**config.mk**
```make
export PLATFORM = sky130hd
export DESIGN_NAME = pulse
export DESIGN_NICKNAME = d
export VERILOG_FILES = /design/src/rtl/pulse_pkg.sv /design/src/rtl/pulse_sync.sv /design/src/rtl/pulse.sv
export SDC_FILE = /design/constraint.sdc
export NUM_CORES = 1
export LEC_CHECK = 0
export CAP_MARGIN = 25
export CORE_AREA = 2 2 39 41
export DETAILED_ROUTE_END_ITERATION = 8
export DIE_AREA = 0 0 41 43
export PLACE_DENSITY = 0.41
export SYNTH_ARGS = -nofsm -noshare
export SYNTH_HDL_FRONTEND = slang
export SYNTH_SLANG_ARGS = --single-unit
```
**constraint.sdc**
```tcl
create_clock -name clk -period 1.34 [get_ports clk]
set_input_delay 0.268 -clock clk [delete_from_list [all_inputs] [get_ports clk]]
set_output_delay 0.268 -clock clk [all_outputs]
set_load 0.1 [all_outputs]
```
**src/rtl/pulse_pkg.sv**
```systemverilog
// Shared types and limits for the pulse debouncer and anything that configures it.
package pulse_pkg;

  // Which accepted transition of the debounced level produces an output pulse.
  typedef enum logic [1:0] {
    EDGE_RISE = 2'd0,
    EDGE_FALL = 2'd1,
    EDGE_BOTH = 2'd2
  } edge_mode_e;

  localparam int unsigned MaxSyncStages     = 4;
  localparam int unsigned MaxDebounceCycles = 65535;

  // True when a debounced transition to new_level should be reported under mode.
  function automatic logic edge_match(edge_mode_e mode, logic new_level);
    case (mode)
      EDGE_RISE: return new_level;
      EDGE_FALL: return ~new_level;
      default:   return 1'b1;
    endcase
  endfunction

endpackage

```
**src/rtl/pulse_sync.sv**
```systemverilog
// Multi-flop synchronizer bringing an asynchronous level into the clk domain.
module pulse_sync
  import pulse_pkg::*;
#(
  parameter int unsigned SYNC_STAGES = 2
) (
  input  logic clk_i,
  input  logic rst_ni,
  input  logic d_i,
  output logic q_o
);

  if (SYNC_STAGES < 1 || SYNC_STAGES > MaxSyncStages) begin : gen_bad_stages
    $error("pulse_sync: SYNC_STAGES must be in 1..4");
  end

  logic [SYNC_STAGES-1:0] sync_d, sync_q;

  // Shift the raw input one stage further down the chain every edge.
  always_comb begin
    sync_d    = sync_q;
    sync_d[0] = d_i;
    for (int i = 1; i < int'(SYNC_STAGES); i++) begin
      sync_d[i] = sync_q[i-1];
    end
  end

  // Chain storage; cleared immediately on reset.
  always_ff @(posedge clk_i or negedge rst_ni) begin
    if (!rst_ni) begin
      sync_q <= '0;
    end else begin
      sync_q <= sync_d;
    end
  end

  assign q_o = sync_q[SYNC_STAGES-1];

endmodule

```
**src/rtl/pulse.sv**
```systemverilog
// Synchronize, debounce and edge-detect a raw level into a one-cycle pulse.
module pulse
  import pulse_pkg::*;
#(
  parameter int unsigned SYNC_STAGES     = 2,
  parameter int unsigned DEBOUNCE_CYCLES = 4,
  parameter edge_mode_e  EDGE_MODE       = EDGE_RISE
) (
  input  logic clk,
  input  logic reset,
  input  logic in,
  output logic out
);

  if (DEBOUNCE_CYCLES < 1 || DEBOUNCE_CYCLES > MaxDebounceCycles) begin : gen_bad_debounce
    $error("pulse: DEBOUNCE_CYCLES must be in 1..65535");
  end

  if (EDGE_MODE != EDGE_RISE && EDGE_MODE != EDGE_FALL && EDGE_MODE != EDGE_BOTH)
  begin : gen_bad_mode
    $error("pulse: EDGE_MODE is not a legal edge_mode_e value");
  end

  localparam int unsigned   CntW   = $clog2(DEBOUNCE_CYCLES) + 1;
  localparam logic [CntW-1:0] CntMax = CntW'(DEBOUNCE_CYCLES - 1);

  logic            s;
  logic            deb_d, deb_q;
  logic [CntW-1:0] cnt_d, cnt_q;
  logic            out_d, out_q;

  pulse_sync #(
    .SYNC_STAGES(SYNC_STAGES)
  ) u_sync (
    .clk_i (clk),
    .rst_ni(reset),
    .d_i   (in),
    .q_o   (s)
  );

  // Accept a new level only after it has differed from deb for DEBOUNCE_CYCLES edges;
  // the pulse is raised on the very edge the accepted level is loaded.
  always_comb begin
    deb_d = deb_q;
    cnt_d = cnt_q;
    out_d = 1'b0;
    if (s == deb_q) begin
      cnt_d = '0;
    end else if (cnt_q == CntMax) begin
      deb_d = s;
      cnt_d = '0;
      out_d = edge_match(EDGE_MODE, s);
    end else begin
      cnt_d = cnt_q + 1'b1;
    end
  end

  // Debounce state and output pulse register; reset aborts any count in progress.
  always_ff @(posedge clk or negedge reset) begin
    if (!reset) begin
      deb_q <= 1'b0;
      cnt_q <= '0;
      out_q <= 1'b0;
    end else begin
      deb_q <= deb_d;
      cnt_q <= cnt_d;
      out_q <= out_d;
    end
  end

  assign out = out_q;

endmodule

```
; After elaboration in Yosys (flattened, before gate mapping)
; Cells that the tools add are included.
[totals]
reg_bits = 7
input_bits = 3
out_inout_bits = 1
elab_cells = 13
[classes]
addsub = 1
n_eq_ne = 2
n_mux = 4
n_bitwise = 1
n_reduce_logical = 1
[op_table]
columns = cell, count
row1 = two-way mux 3 bit, 2
row2 = adder 3 x 1 -> 3 bit (second input constant), 1
row3 = equality test 3 x 2 -> 1 bit (second input constant), 1
row4 = two-way mux 1 bit, 2
row5 = AND reduction 2 bit, 1
row6 = equality test 1 bit, 1
row7 = inverter 1 bit, 1

; Logic depth before layout (Yosys ltp)
; Gate-level depths: netlist of the first run.
[depth]
ltp_word = 3
mapped_depth = 3

; Cells and area by module
; From an unflattened synthesis of the first run, not the netlist that was laid out.
[hier_totals]
cells_unflattened = 15
area_unflattened_um2 = 256.5
[by_module_without_submodules]
columns = module, n_inst, cells_each, area_each_um2
row1 = pulse, 1, 13, 206.4
row2 = pulse_sync, 1, 2, 50.0

; Worst setup path before layout of the first run
; No wires, ideal clock.
[synth_path]
path_type = register -> output
startpoint = reg out_q, in the netlist out
endpoint = out out
t_arrival_ps = 883
required_time_ps = 1072
path_slack_ps = 189
path_stages_with_launch = 1
path_buffers = 0
cell_sequence = dfrtp_1
[synth_lines]
columns = element, line_no
row1 = from (decl), pulse.sv:30  ; logic out_d, out_q;
row2 = from (signal assigned), pulse.sv:67  ; out_q <= out_d;
row3 = to (decl), pulse.sv:12  ; output logic out
; No word-level cell between the ends.

; Worst setup path after layout of the first run
[layout_path]
startpoint = reg cnt_q[0]
endpoint = reg deb_q
[layout_between]
elab_chain_cells = 2
[layout_lines]
columns = element, line_no
row1 = from (decl), pulse.sv:29  ; logic [CntW-1:0] cnt_d, cnt_q;
row2 = from (signal assigned), pulse.sv:66  ; cnt_q <= cnt_d;
row3 = equality test 3 x 2 -> 1 bit, pulse.sv:49  ; end else if (cnt_q == CntMax) begin
row4 = AND reduction 2 bit (no line), --
row5 = to (signal assigned), pulse.sv:61  ; deb_q <= 1'b0;
row6 = to (signal assigned), pulse.sv:65  ; deb_q <= deb_d;
row7 = to (decl), pulse.sv:28  ; logic deb_d, deb_q;
; No other way between the ends.
; A chain may end at the register's enable or synchronous reset.

==> flow_metrics.py, run 1 <==
metrics = {
    "run_status": {
        "outcome": "complete, no violations",
    },
    "timing": {
        "post-route-period-util_pct": 88.4,
        "finalHoldViolations": 0,
        "skew_ns": 0.00723,
        "slew_viol_final": 0,
        "final.setup.tns_ns": 0,
        "setup_viol": 0,
        "slew_headroom_pct": 79.0,
        "fin_crit_ns": 1.19,
        "rsz0062_at_grt": "no",
        "tightest_slew_ns": 0.314,
        "fmaxAchievable_mhz": 844,
    },
    "global_route": {
        "grt_pass1_vias": 165,
        "grt_use_total_pct": 6.89,
        "antenna_found_initial": 0,
        "grt_overflow_total": 0,
        "grt_first_pass_wirelength_um": 703,
        "grt_max_degree": 8,
    },
    "floorplanning": {
        "row_count": 14,
        "dieArea_um2": 1760,
        "initial_utilization_pct": 18.5,
        "die_x_um": 41,
        "die_y_um": 43,
        "core_um2": 1380,
        "io_pins": 4,
    },
    "job": {
        "cap_violations": 0,
    },
    "clock_tree": {
        "clockBufferDepth": 2,
        "cts_resized": 0,
        "cts.sinks": 7,
        "cts-root-buf": "clkbuf_4",
        "post_cts_buffers": 0,
        "hold_buffers": 0,
        "cts_made_buffers": 3,
        "tritoncts": "yes",
        "clk_transition_reported_paths_ns": 0.05,
        "htreeDepth": 1,
        "clk_latency_ns": 0.25,
    },
    "power_and_ir_drop": {
        "max-vdd-ir-drop_v": 0.000789,
        "power.density_nw_per_um2": 1770,
        "leakage_nw": 0.153,
        "total_power_mw": 0.609,
    },
    "layout": {
        "syn2layout_area_growth_pct": 33.7,
        "n_antenna_cell": 0,
        "final_common_cell": "dfrtp_1",
        "drive_gt1_share_pct": 36.4,
        "final_cell_mix": "7 x dfrtp_1, 3 x clkbuf_4, 2 x clkdlybuf4s50_1",
        "layout.nets": 27,
        "final_area_um2": 343,
    },
    "routing": {
        "vias_per_cell": 3.66,
        "wirelength_um": 369,
        "routedWlPerCell_um": 9.71,
        "firstDrtPassIters": 2,
        "num_vias": 139,
        "drt_iter0_drc": 1,
        "drc": 0,
        "ant_nets": 0,
    },
    "critical_path": {
        "worst_ep_arrival_time_ns": 1.31,
        "cp_max_fo": 4,
        "path_delay_family": "flip-flops",
        "slowest_stage": "dfrtp_1",
        "cp_num_buf_inv": 0,
        "worstPathCellList": "ha_1 > nor2b_4 > mux2_2",
        "worstSetupStartpointType": "flip-flop",
        "critPathRequiredTime_ns": 1.47,
        "critPathCaptureType": "flip-flop",
        "max_stage_delay_ns": 0.35,
        "worstSetupPathType": "flip-flop to flip-flop",
    },
    "synthesis": {
        "synth.area.top_cells": "dfrtp_1 68%, nor2b_4 5.4%, ha_1 4.9%, nor3b_2 4.9%, mux2_2 4.4%",
        "synthesis.nets": 19,
        "synth.avg_cell_area_um2": 17.1,
        "synth_top_area_cell": "dfrtp_1",
        "syn_area_um2": 256,
        "synth_seq_cells": 7,
        "synthesis.instances": 15,
        "yosysTopAreaCellShare_pct": 68.3,
        "seq_area_frac_synth_pct": 68.3,
        "ys_warn_count": 0,
        "ys_types": 9,
    },
    "placed_design": {
        "dp_hpwl_um": 273,
        "placed_area_um2": 317,
        "gp_routability_congestion": 0.557,
        "numPortBuffers": 3,
    },
    "min_path": {
        "hold_path_class": "input pin to async pin",
    },
}
flip-flops by register name (all words and copies together), names as in the netlist:
register and cells:
cnt_q 3, u_sync.sync_q 2, deb_q 1, out 1
cell families after synthesis:
family	Yosys count	share of synthesized area (%)
flip-flops	7	68.3
AND/OR/NAND/NOR	5	19.0
multiplexers	1	4.39
adder cells (fa/ha/maj)	1	4.88
XOR/XNOR	1	3.42
Yosys cell counts:
library cell	count
nor2b_4	1
xnor2_1	1
mux2_2	1
ha_1	1
nor3b_2	1
nor3_1	1
dfrtp_1	7
and3b_2	1
nor3b_1	1
stage by stage:
step,hold slack (ns),util (%),setup slack (ns),instances
6_report,0.276,24.8,0.155,38
5_1_grt,0.296,24.8,0.0954,38
4_1_cts,0.280,24.8,0.138,38
3_5_place_dp,0.350,22.9,0.161,34
3_3_place_gp,0.341,22.9,0.188,34
2_1_floorplan,-0.0276,-,0.189,15
routing by layer:
layer	GRT usage, %	routed length (um)	up-vias
li1	-	-	65
met1	7.62	170	67
met2	8.44	159	7
met3	7.85	39	0
met4	2.00	0	0
met5	0	0	-
layout make-up:
type | count | area, um2
Fill cell | 147 | 1040
Sequential cell | 7 | 175
Clock buffer | 4 | 26.3
Multi-Input combinational cell | 8 | 81.3
Timing Repair Buffer | 3 | 40.0
Tap cell | 16 | 20.0
path summary, 6_finish.rpt:
check / from / to / slack, ns / cells past startpoint
max reg2reg: cnt_q[0] / deb_q / 0.15 / 3
max: cnt_q[0] / deb_q / 0.15 / 3
max in group asynchronous: reset / u_sync.sync_q[1] / 0.82 / 1
min in group clk: u_sync.sync_q[0] / u_sync.sync_q[1] / 0.35 / 0
min reg2reg: u_sync.sync_q[0] / u_sync.sync_q[1] / 0.35 / 0
min: reset / out / 0.28 / 1
power by group:
group	internal [mW]	switching [mW]	total, mW
sequential	0.256	0.0276	0.284
combinational	0.0785	0.0608	0.139
clock	0.113	0.0719	0.185
No activity file was read; power rests on OpenSTA's default activity.
==> run 2: changes to the inputs <==
Settings changed: HOLD_SLACK_MARGIN from default to 0.03.
==> results of run 2 <==
The final DEF is identical to that of run 1; final timing and power are the same.
==> run 3: changes to the inputs <==
Settings changed: SETUP_SLACK_MARGIN from default to 0.05.
==> results of run 3 <==
The final DEF is identical to that of run 1; final timing and power are the same.
